--- src/rtl/seq_multiplier.sv ---
`default_nettype none
// ============================================================================
// seq_multiplier : unsigned shift-and-add multiplier, one multiplier bit per
//                  clock, built around a single WIDTH-bit ripple fulladder.
// Revision 1.0
// ============================================================================

module fulladder #(
   parameter int WIDTH = 8
) (
   input  logic [WIDTH-1:0] a,
   input  logic [WIDTH-1:0] b,
   input  logic             y,
   output logic             c,
   output logic [WIDTH-1:0] s
);
   logic [WIDTH:0] w_carry;

   assign w_carry[0] = y;

   for (genvar i = 0; i < WIDTH; i++) begin : g_bit
      assign s[i]         = a[i] ^ b[i] ^ w_carry[i];
      assign w_carry[i+1] = (a[i] & b[i]) | (w_carry[i] & (a[i] ^ b[i]));
   end

   assign c = w_carry[WIDTH];
endmodule

module seq_multiplier #(
   parameter int WIDTH = 8
) (
   input  logic               clk,
   input  logic               rst,
   input  logic               start,
   input  logic [WIDTH-1:0]   a,
   input  logic [WIDTH-1:0]   b,
   output logic               busy,
   output logic               done,
   output logic [2*WIDTH-1:0] p
);
   localparam int             CNT_W = $clog2(WIDTH);
   localparam logic [CNT_W-1:0] CNT_LAST = CNT_W'(WIDTH - 1);

   typedef enum logic [1:0] {
      S_IDLE = 2'd0,
      S_RUN  = 2'd1,
      S_DONE = 2'd2
   } state_t;

   state_t               state_q;
   logic [WIDTH-1:0]     mcand_q;
   // The accumulator's extra top bit is always zero after each shift, so only
   // the low 2*WIDTH bits carry information and are stored.
   logic [2*WIDTH-1:0]   acc_q;
   logic [2*WIDTH-1:0]   acc_d;
   logic [CNT_W-1:0]     cnt_q;
   logic [2*WIDTH-1:0]   p_q;
   logic                 busy_q;
   logic                 done_q;

   logic [WIDTH-1:0]     w_addend;
   logic [WIDTH-1:0]     w_sum;
   logic                 w_cout;

   assign w_addend = acc_q[0] ? mcand_q : '0;

   fulladder #(.WIDTH(WIDTH)) u_add (
      .a (acc_q[2*WIDTH-1:WIDTH]),
      .b (w_addend),
      .y (1'b0),
      .c (w_cout),
      .s (w_sum)
   );

   // Conditional add, then shift right by one.
   assign acc_d = {w_cout, w_sum, acc_q[WIDTH-1:1]};

   always_ff @(posedge clk or posedge rst) begin
      if (rst) begin
         state_q <= S_IDLE;
         mcand_q <= '0;
         acc_q   <= '0;
         cnt_q   <= '0;
         p_q     <= '0;
         busy_q  <= 1'b0;
         done_q  <= 1'b0;
      end else begin
         case (state_q)
            S_IDLE: begin
               if (start) begin
                  mcand_q <= a;
                  acc_q   <= {{WIDTH{1'b0}}, b};
                  cnt_q   <= '0;
                  busy_q  <= 1'b1;
                  state_q <= S_RUN;
               end
            end
            S_RUN: begin
               acc_q <= acc_d;
               cnt_q <= cnt_q + CNT_W'(1);
               if (cnt_q == CNT_LAST) begin
                  p_q     <= acc_d;
                  done_q  <= 1'b1;
                  state_q <= S_DONE;
               end
            end
            S_DONE: begin
               busy_q  <= 1'b0;
               done_q  <= 1'b0;
               state_q <= S_IDLE;
            end
            default: begin
               busy_q  <= 1'b0;
               done_q  <= 1'b0;
               state_q <= S_IDLE;
            end
         endcase
      end
   end

   assign busy = busy_q;
   assign done = done_q;
   assign p    = p_q;
endmodule
`default_nettype wire

--- config.mk ---
export PLATFORM = sky130hd
export DESIGN_NAME = seq_multiplier
export DESIGN_NICKNAME = d
export VERILOG_FILES = /design/src/rtl/seq_multiplier.sv
export SDC_FILE = /design/constraint.sdc
export NUM_CORES = 1
export LEC_CHECK = 0
export ABC_CLOCK_PERIOD_IN_PS = 3650
export CAP_MARGIN = 25
export CORE_MARGIN = 3
export CORE_UTILIZATION = 25
export DETAILED_ROUTE_END_ITERATION = 6
export SYNTH_ARGS = -nofsm -noshare
export SYNTH_HDL_FRONTEND = slang
export SYNTH_HIERARCHICAL = 1
export SYNTH_SLANG_ARGS = --single-unit
--- constraint.sdc ---
create_clock -name clk -period 3.65 [get_ports clk]
set_input_delay 0.365 -clock clk [delete_from_list [all_inputs] [get_ports clk]]
set_output_delay 0.365 -clock clk [all_outputs]
set_load 0.05 [all_outputs]
Yosys cells after proc, flatten, opt, wreduce, memory -nomap -nowiden
Cells that the tools add are included.
{"block": "word_totals", "ff_bits": 47, "latch_bits": 0, "mem_bits_rw": 0, "mem_bits_ro": 0, "input_bits": 19, "output_inout_bits": 18, "memories": 0}
{"block": "op_classes", "n_addsub": 1, "mul": 0, "div": 0, "order_cmp": 0, "n_eq_ne": 4, "shift": 0, "mux": 12, "n_bitwise": 39, "n_reduce_logical": 8}
{"operator": "one-hot mux 16 bit (2 select lines)", "n": 1}
{"operator": "2-to-1 mux 16 bit", "n": 1}
{"operator": "AND 1 bit", "n": 15}
{"operator": "XOR 1 bit", "n": 15}
{"operator": "AND reduction 2 bit", "n": 6}
{"operator": "2-to-1 mux 8 bit", "n": 1}
{"operator": "OR 1 bit", "n": 7}
{"operator": "one-hot mux 3 bit (2 select lines)", "n": 1}
{"operator": "2-to-1 mux 2 bit", "n": 2}
{"operator": "inequality test 2 bit (second input constant)", "n": 2}
{"operator": "one-hot mux 1 bit (2 select lines)", "n": 2}
{"operator": "one-hot mux 2 bit (2 select lines)", "n": 1}
{"operator": "adder 3 x 1 -> 3 bit (second input constant)", "n": 1}
{"operator": "== test 3 bit (second input constant)", "n": 1}
{"operator": "2-to-1 mux 3 bit", "n": 1}
{"operator": "== test 2 x 1 -> 1 bit (second input constant)", "n": 1}
{"operator": "logical NOT 2 bit", "n": 1}
{"operator": "2-to-1 mux 1 bit", "n": 2}
{"operator": "inverter 1 bit", "n": 2}
{"operator": "nonzero test 2 bit", "n": 1}

Logic depth before layout (Yosys ltp)
Gate-level depths: netlist of run 1.
{"block": "depth", "word_depth": 17, "depth_mapped": 14, "ltp_nobuf": 14}

Modules after synthesis
Netlist of run 1, hierarchy kept.
{"module": "seq_multiplier", "n_inst": 1, "cells_per_inst": 141, "area_each_um2": 1881.8, "seq_area_each_um2": 1176.1}
{"module": "fulladder", "n_inst": 1, "cells_per_inst": 18, "area_each_um2": 197.7, "seq_area_each_um2": 0.0}

Worst setup path after synthesis of run 1
Ideal clock, no wire load.
{"block": "synth_path", "kind": "register to register", "startpoint": "reg acc_q[0]", "endpoint": "reg p_q[14], in the netlist p[14]", "setup_time_ns": 0.067, "arrival_ns": 3.739, "t_required_ns": 3.583, "setup_slack_ns": -0.155, "stages_incl_launch_ff": 15, "synth_period_minus_slack_ns": 3.805, "path_cell_list": "dfrtp_1 -> and2_1 -> fa_1 -> inv_1 -> fa_1 -> inv_1 -> fa_1 -> fa_1 -> fa_1 -> fa_1 -> fa_1 -> inv_1 -> fa_1 -> inv_1 -> mux2_2"}
{"block": "synth_between", "elab_chain_cells": 15, "word_cells_on_any_way": 28, "cone_classes": "1 x mux; 27 x bitwise"}
{"item": "start: declaration", "line_no": "54", "text": "logic [2*WIDTH-1:0] acc_q;"}
{"item": "start signal: assignment", "line_no": "92", "text": "acc_q <= {{WIDTH{1'b0}}, b};"}
{"item": "2-to-1 mux 8 bit", "line_no": "65", "text": "assign w_addend = acc_q[0] ? mcand_q : '0;"}
{"item": "named net w_addend[0]", "line_no": "61", "text": "logic [WIDTH-1:0] w_addend;"}
{"item": "AND 1 bit (2 in a row)", "line_no": "23", "text": "assign w_carry[i+1] = (a[i] & b[i]) | (w_carry[i] & (a[i] ^ b[i]));"}
{"item": "OR 1 bit", "line_no": "23"}
{"item": "AND 1 bit", "line_no": "23"}
{"item": "OR 1 bit", "line_no": "23"}
{"item": "AND 1 bit", "line_no": "23"}
{"item": "OR 1 bit", "line_no": "23"}
{"item": "AND 1 bit", "line_no": "23"}
{"item": "OR 1 bit", "line_no": "23"}
{"item": "AND 1 bit", "line_no": "23"}
{"item": "OR 1 bit", "line_no": "23"}
{"item": "AND 1 bit", "line_no": "23"}
{"item": "OR 1 bit", "line_no": "23"}
{"item": "XOR 1 bit", "line_no": "22", "text": "assign s[i] = a[i] ^ b[i] ^ w_carry[i];"}
{"item": "named net w_sum[7]", "line_no": "62", "text": "logic [WIDTH-1:0] w_sum;"}
{"item": "end signal: assignment", "line_no": "84", "text": "p_q <= '0;"}
{"item": "end signal: assignment", "line_no": "102", "text": "p_q <= acc_d;"}
{"item": "end: declaration", "line_no": "57", "text": "logic [2*WIDTH-1:0] p_q;"}
The timed path passes the listed nets, and every way through them passes these cells.
A chain may end at the register's enable or synchronous reset.

Worst setup path in the final report of run 1
{"block": "layout_path", "startpoint": "reg mcand_q[0]", "endpoint": "reg p_q[14], in the netlist p[14]"}
{"block": "layout_between", "elab_chain_cells": 15}
{"item": "start: declaration", "line_no": "51", "text": "logic [WIDTH-1:0] mcand_q;"}
{"item": "start signal: assignment", "line_no": "81", "text": "mcand_q <= '0;"}
{"item": "start signal: assignment", "line_no": "91", "text": "mcand_q <= a;"}
{"item": "2-to-1 mux 8 bit", "line_no": "65"}
{"item": "named net w_addend[0]", "line_no": "61"}
{"item": "AND 1 bit (2 in a row)", "line_no": "23"}
{"item": "OR 1 bit", "line_no": "23"}
{"item": "AND 1 bit", "line_no": "23"}
{"item": "OR 1 bit", "line_no": "23"}
{"item": "AND 1 bit", "line_no": "23"}
{"item": "OR 1 bit", "line_no": "23"}
{"item": "AND 1 bit", "line_no": "23"}
{"item": "OR 1 bit", "line_no": "23"}
{"item": "AND 1 bit", "line_no": "23"}
{"item": "OR 1 bit", "line_no": "23"}
{"item": "AND 1 bit", "line_no": "23"}
{"item": "OR 1 bit", "line_no": "23"}
{"item": "XOR 1 bit", "line_no": "22"}
{"item": "named net w_sum[7]", "line_no": "62"}
The timed path passes the listed nets, and every way through them passes these cells.

==> metrics.md, run 1 <==
| Metric | Value |
|---|---|
| Post-DP HPWL | 2860 µm |
| Inserted Clock Buffers | 5 |
| Pre-antenna DRT Iters | 4 |
| M1 GR Usage | 13.4% |
| Relative slew slack | 39.8% |
| Final Hold Viols | 0 |
| Reg-to-reg critical path endpoint | p[14] |
| Global-route wire length before repair | about 7000 µm |
| Hold WC Path Type | input pin to async pin |
| Layout Nets | between 200 and 250 |
| Vias/cell | 4.39 |
| Gr busiest metal | met1 |
| Max-cap violations | 0 |
| IO Count | 37 |
| Total gr overflow | 0 |
| Met2 GRT Util | 13.0% |
| Reg2reg path depth | 14 |
| Initial drt markers | between 60 and 70 |
| Setup CP Type | register to register |
| Unique cell type count in the Yosys netlist | 24 |
| Startpoint class of the critical path | register |
| Hold-fix buffer count after cts | 0 |
| Largest net degree at the start of global routing | 48 |
| Port Buffers | 36 |
| Most frequent cells in the layout | dfrtp_1, clkdlybuf4s50_1, o22ai_1 |
| RSZ-0062 raised after global routing | true |
| Crit. End Element | register |
| Reg2reg start | mcand_q[0] |
| Slew Limit Fails | 0 |
| Fraction of layout cells with a size suffix above 1 | 17.1% |
| Initial antenna violation count | 0 |
| Die Width | 97.2 µm |
| Most common cell after layout, fill and taps aside | dfrtp_1 |
| R2R Setup Slk | 0.0003 ns |
| WL/cell | 13.8 µm |
| Sequential element share of the synthesized area | 56.6% |
| Core box area | roughly 0.0079 mm² |
| Leak | 1.12 nW |
| Setup Skew | roughly 0.0031 ns |
| Overall Global Routing Usage | 9.15% |
| Syn nets | 188 |
| Crit path arrival time | between 3 and 4 ns |
| Mapped Cells | about 160 |
| Vias in the first global route | around 1,400 |
| Outcome | finished, final reports clean |
| DR vias | around 1,300 |
| # rows | 32 |
| Die height | 97.2 µm |
| Initial core utilization | 26.4% |
| Post-synthesis register bit count | 47 |
| Final Critical Period | 3.65 ns |
| Worst Path Required | 3.89 ns |
| Worst Tran Pin Value | 0.901 ns |
| Fin worst setup slack | roughly 0.00027 ns |
| Count of final setup violators | 0 |
| Clk buf depth | 2 |
| Setup repair bufs after CTS | 0 |
| DRC | 0 |
| Cell Area, Synth | 0.00208 mm² |
| ANT cells | 0 |
| Place WS | -0.0604 ns |
| Main synth FF type | dfrtp_1 |
| Routed WL | 4150 µm |
| Maximum net fanout on the critical path | 2 |
| Design Power | approximately 2.7 mW |
| Syn_area_per_cell | 13.1 µm² |
| Clk pin slew, worst setup/hold paths | 0.08 ns |
| Max Freq | ~270 MHz |
| Antenna-violating nets left | 0 |
| PwrDens | 1020 mW/mm² |
| H-Tree Depth | 2 |
| Crit share post-route | between 90% and 100% |
| Syn-to-layout area delta | 29.2% |
| Root buf cell | clkbuf_8 |
| Syn. warnings | 6 |
| Asr flop ratio synth | 100% |
| Area of the die | around 0.0094 mm² |
| Peak VDD IR | 481 µV |
| GP Congestion | 0.752 |
| Grt met3 use | approximately 2.5% |
| EDFF count, synth | 0 |
| CTS tree | yes |
| Clk sink count | 47 |
| Clock Latency Late Sink | just under 0.3 ns |
[layout make-up]
cell class	instances	area, µm²
fill	791	5200
sequential	47	1180
multi-input combinational	92	843
timing repair buffer	38	388
tap	102	128
clock buffer	8	100
inverter	14	52.6
[stage by stage]
step | utilization [%] | area (µm²) | hold slack (ns) | instances | setup TNS, ns
after floorplan | - | 2090 | 0.450 | 159 | 0
after global placement | 32.5 | 2560 | 0.472 | 292 | 0
after detailed placement | 32.5 | 2560 | 0.473 | 292 | -0.113
after CTS | 33.8 | 2670 | 0.490 | 300 | -0.0584
after global routing | 34.1 | 2690 | 0.457 | 301 | -0.230
final | 34.1 | 2690 | 0.418 | 301 | 0
[worst max-delay path by stage]
stage / startpoint / slack, ns / end
floorplan: acc_q[0] / 0.008 / p[14]
global placement: mcand_q[0] / 0.01 / p[14]
detailed placement: mcand_q[0] / -0.06 / p[14]
CTS: mcand_q[0] / -0.04 / p[14]
global route: mcand_q[0] / -0.12 / p[14]
finish: mcand_q[0] / 0.0003 / p[14]
[power breakdown]
group	switching, mW	total [mW]	leakage (nW)	internal (mW)
clock network	0.165	0.337	0.0515	0.173
registers	0.169	0.950	0.555	0.781
logic	0.805	1.44	0.512	0.639
[synthesized netlist by cell type (2+ instances only)]
cell type / n / area share [%]
and2_1: 8 / 2.4
a22o_1: 10 / 4.2
fa_1: 8 / 7.7
o22ai_1: 16 / 4.8
mux2_1: 13 / 7.0
clkbuf_1: 4 / 0.72
a21oi_1: 11 / 2.6
inv_1: 13 / 2.3
nand2b_1: 2 / 0.60
nor2_1: 3 / 0.54
dfrtp_1: 47 / 57
mux2_2: 11 / 6.0
ha_1: 2 / 1.2
[critical path: stages (launching register included)]
cell and delay (ns):
dfrtp_1 0.38, and2_4 0.16, fa_2 0.33, inv_2 0.06, fa_2 0.18, inv_2 0.04
fa_2 0.35, fa_2 0.37, fa_2 0.36, fa_2 0.35, fa_2 0.34, inv_2 0.06
fa_1 0.40, inv_1 0.08, mux2_2 0.14
[sequential cells by signal, indices dropped and copies added (netlist names)]
signal	count
busy	1
acc_q	16
p	16
cnt_q	3
done	1
mcand_q	8
state_q	2
[layer usage]
layer,part of all wire [%],vias up,routed length [µm]
li1,-,627,-
met1,50,644,2070
met2,44,41,1820
met3,5.2,8,215
met4,1.3,0,55
met5,0,-,0
[timing repair]
| item | in CTS | in global routing |
|---|---|---|
| resized for setup | 4 | 2 |
| endpoints found under the setup margin | 2 | 3 |
| pin swaps | 4 | 7 |
[logic make-up (layout without fill, tap and decap cells)]
group / after synthesis / in the layout / synth area share, %
simple gates: 18 / 18 / 5.23
other cells: 1 / 1 / 0.180
compound gates: 39 / 39 / 12.3
flops: 47 / 47 / 56.6
buf+inv: 20 / 60 / 3.85
mux: 24 / 24 / 13.0
fa+ha+maj: 10 / 10 / 8.90
(Power assumes the default switching activity.)
==> run 2: changes to the inputs <==
PLACE_DENSITY = 0.51   (was unset)
==> run 2 against run 1 <==
Against the previous run: die area did not move; cell count fell by 0.33%; clock-buffer cell count fell by 2; critical path type unchanged; clock power fell by 5.9%; first-iteration DRC count fell by 37%; final area fell by 0.23%; global-route usage barely moved; worst hold slack got worse by 0.071 ns; register-to-register slack improved by 0.02 ns; largest power group unchanged.
==> metrics.md, run 2 (synthesis gave the netlist of run 1 again) <==
| Metric | Value |
|---|---|
| CP max-delay cell | fa_2 |
| Overall Global Routing Usage | 9.12% (-0.030 points) |
| Crit share post-route | 99.5% (-0.51 points) |
| Largest net degree at the start of global routing | 48 (unchanged) |
| Clock Latency Late Sink | 0.29 ns (about the same) |
| Die height | 97.2 µm (unchanged) |
| Count of final setup violators | 0 (unchanged) |
| Post-DP HPWL | 2780 µm (-2.7%) |
| RSZ-0062 raised after global routing | true |
| Slew Limit Fails | 0 (unchanged) |
| ANT cells | 0 (unchanged) |
| Peak VDD IR | 337 µV (-30%) |
| Clk sink count | 47 (unchanged) |
| Area of the die | 0.00945 mm² (unchanged) |
| DR vias | 1,307 (-0.98%) |
| Hold WC Path Type | input pin to async pin |
| Crit path arrival time | 3.86 ns (-0.03 ns) |
| DRC | 0 (unchanged) |
| Root buf cell | clkbuf_8 |
| IO Count | 37 (unchanged) |
| Setup repair bufs after CTS | 0 (unchanged) |
| PwrDens | 1010 mW/mm² (-0.56%) |
| Setup Skew | 0.00852 ns (+0.00540 ns) |
| Worst Path Required | 3.88 ns (about the same) |
| Comb power frac | 53.2% (+0.3 points) |
| Leak | 1.11 nW (-0.29%) |
| Initial drt markers | 39 (-37%) |
| Port Buffers | 36 (unchanged) |
| Startpoint class of the critical path | register |
| Switch share | 42.0% (+0.34 points) |
| Setup CP Type | register to register |
| M1 GR Usage | 13.1% (-0.32 points) |
| Reg power frac | 35.1% (+0.3 points) |
| Peak per-stage delay on the critical path | 0.42 ns (+0.02 ns) |
| Final Util | 34.0% (-0.079 points) |
| H-Tree Depth | 2 (unchanged) |
| Most frequent cells in the layout | dfrtp_1, clkdlybuf4s50_1, o22ai_1 |
| Outcome | finished, final reports clean |
| Initial antenna violation count | 0 (unchanged) |
| Initial core utilization | 26.4% (unchanged) |
| GP Congestion | 0.747 (-0.78%) |
| Clk buf depth | 2 (unchanged) |
| Max-cap violations | 0 (unchanged) |
| Hold-fix buffer count after cts | 0 (unchanged) |
| Worst Tran Pin Value | 0.942 ns (+0.0414 ns) |
| Sw power | 1.14 mW (about the same) |
| Die Width | 97.2 µm (unchanged) |
| Total gr overflow | 0 (unchanged) |
| Pint | 1.57 mW (-1.4%) |
| Met2 GRT Util | 12.6% (-0.37 points) |
| Setup TNS | 0 ns (unchanged) |
| Maximum net fanout on the critical path | 2 (unchanged) |
| Gr busiest metal | met1 |
| CP delay by family, top | adder cells |
| Max Freq | 275 MHz (+0.52%) |
| Grt met3 use | 3.37% (+0.86 points) |
| Clk pin slew, worst setup/hold paths | 0.09 ns (about the same) |
| Final Hold Viols | 0 (unchanged) |
| WL/cell | 13.9 µm (+0.94%) |
| R2R Setup Slk | 0.02 ns (+0.02 ns) |
| Global-route wire length before repair | 6890 µm (-1.5%) |
| Cell Chain, Critical Path | and2_4, fa_2, inv_2, fa_2, inv_2, fa_2, fa_2, fa_2, fa_2, fa_2, inv_2, fa_2, inv_2, a22o_1 |
| Buf/Inv on CP | 4 (unchanged) |
| Fill count | 780 (-1.4%) |
| Post-route insts no fill | 300 (-0.33%) |
| Fraction of layout cells with a size suffix above 1 | 18.7% (+1.6 points) |
| Routed WL | 4180 µm (+0.60%) |
| Layout Nets | 227 (unchanged) |
| Fin worst setup slack | 0.0190 ns (+0.0188 ns) |
| Pre-antenna DRT Iters | 5 (+1) |
| Vias in the first global route | 1,361 (+0.37%) |
| Vias/cell | 4.36 (-0.65%) |
| # rows | 32 (unchanged) |
| CTS tree | yes |
| Crit-path most repeated cell | fa_2 |
| Design Power | 2.71 mW (-0.79%) |
| Inserted Clock Buffers | 5 (unchanged) |
| Syn-to-layout area delta | 28.9% |
| Relative slew slack | 37.1% (-2.8 points) |
| Most common cell after layout, fill and taps aside | dfrtp_1 |
| Final Critical Period | 3.63 ns (-0.0188 ns) |
| Clock share of power | 11.7% (-0.7 points) |
| Core box area | 0.00789 mm² (unchanged) |
| Place WS | -0.0378 ns (+0.0226 ns) |
| Crit. End Element | register |
| Placed cells | 292 (unchanged) |
| Antenna-violating nets left | 0 (unchanged) |
run 2: metrics by stage:
step	cell area (µm²)	hold WS [ns]
finish	2680	0.347
global route	2680	0.378
CTS	2660	0.491
detailed placement	2560	0.475
global placement	2560	0.469
floorplan	2090	0.450
run 2: area by class of cell:
class,instances,area [µm²],share of cell area (%)
Multi-Input combinational cell,92,850,31.7
Clock buffer,6,82.6,3.08
Sequential cell,47,1180,43.9
Timing Repair Buffer,38,388,14.5
Tap cell,102,128,4.76
Clock inverter,1,5.00,0.187
Inverter,14,52.6,1.96
run 2: worst register-to-register path, cell delays in order (launching register included):
cell     delay, ns
dfrtp_1       0.38
and2_4        0.16
fa_2          0.34
inv_2         0.06
fa_2          0.18
inv_2         0.04
fa_2          0.34
fa_2          0.37
fa_2          0.35
fa_2          0.35
fa_2          0.34
inv_2         0.06
fa_2          0.42
inv_2         0.07
a22o_1        0.13
run 2: final timing paths:
path	endpoint	startpoint	cells past startpoint
worst max-delay path	acc_q[14]	mcand_q[0]	14
worst min-delay path	p[1]	rst	2
worst max register to register	acc_q[14]	mcand_q[0]	14
worst min register to register	cnt_q[0]	cnt_q[0]	1
max in group asynchronous	mcand_q[0]	rst	3
min in group clk	cnt_q[0]	cnt_q[0]	1
run 2: per-layer routing:
layer  share of wire, %  routed length [µm]
met5                  0                   0
met1                 51                2120
met3                5.8                 244
met4               0.96                  40
met2                 43                1780
run 2: repair_timing:
item | 4_1_cts | 5_1_grt
endpoints found under the setup margin | 2 | 3
resized for setup | 6 | 4
pin swaps | 3 | 3
run 2: power by group through the flow:
stage | Sequential, mW | Clock, mW | Combinational (mW)
2_1_floorplan | 1.27 | 0 | 0.703
3_3_place_gp | 0.961 | 0 | 1.41
3_5_place_dp | 0.962 | 0 | 1.42
4_1_cts | 0.956 | 0.329 | 1.45
5_1_grt | 0.989 | 0.347 | 1.60
6_report | 0.952 | 0.317 | 1.44
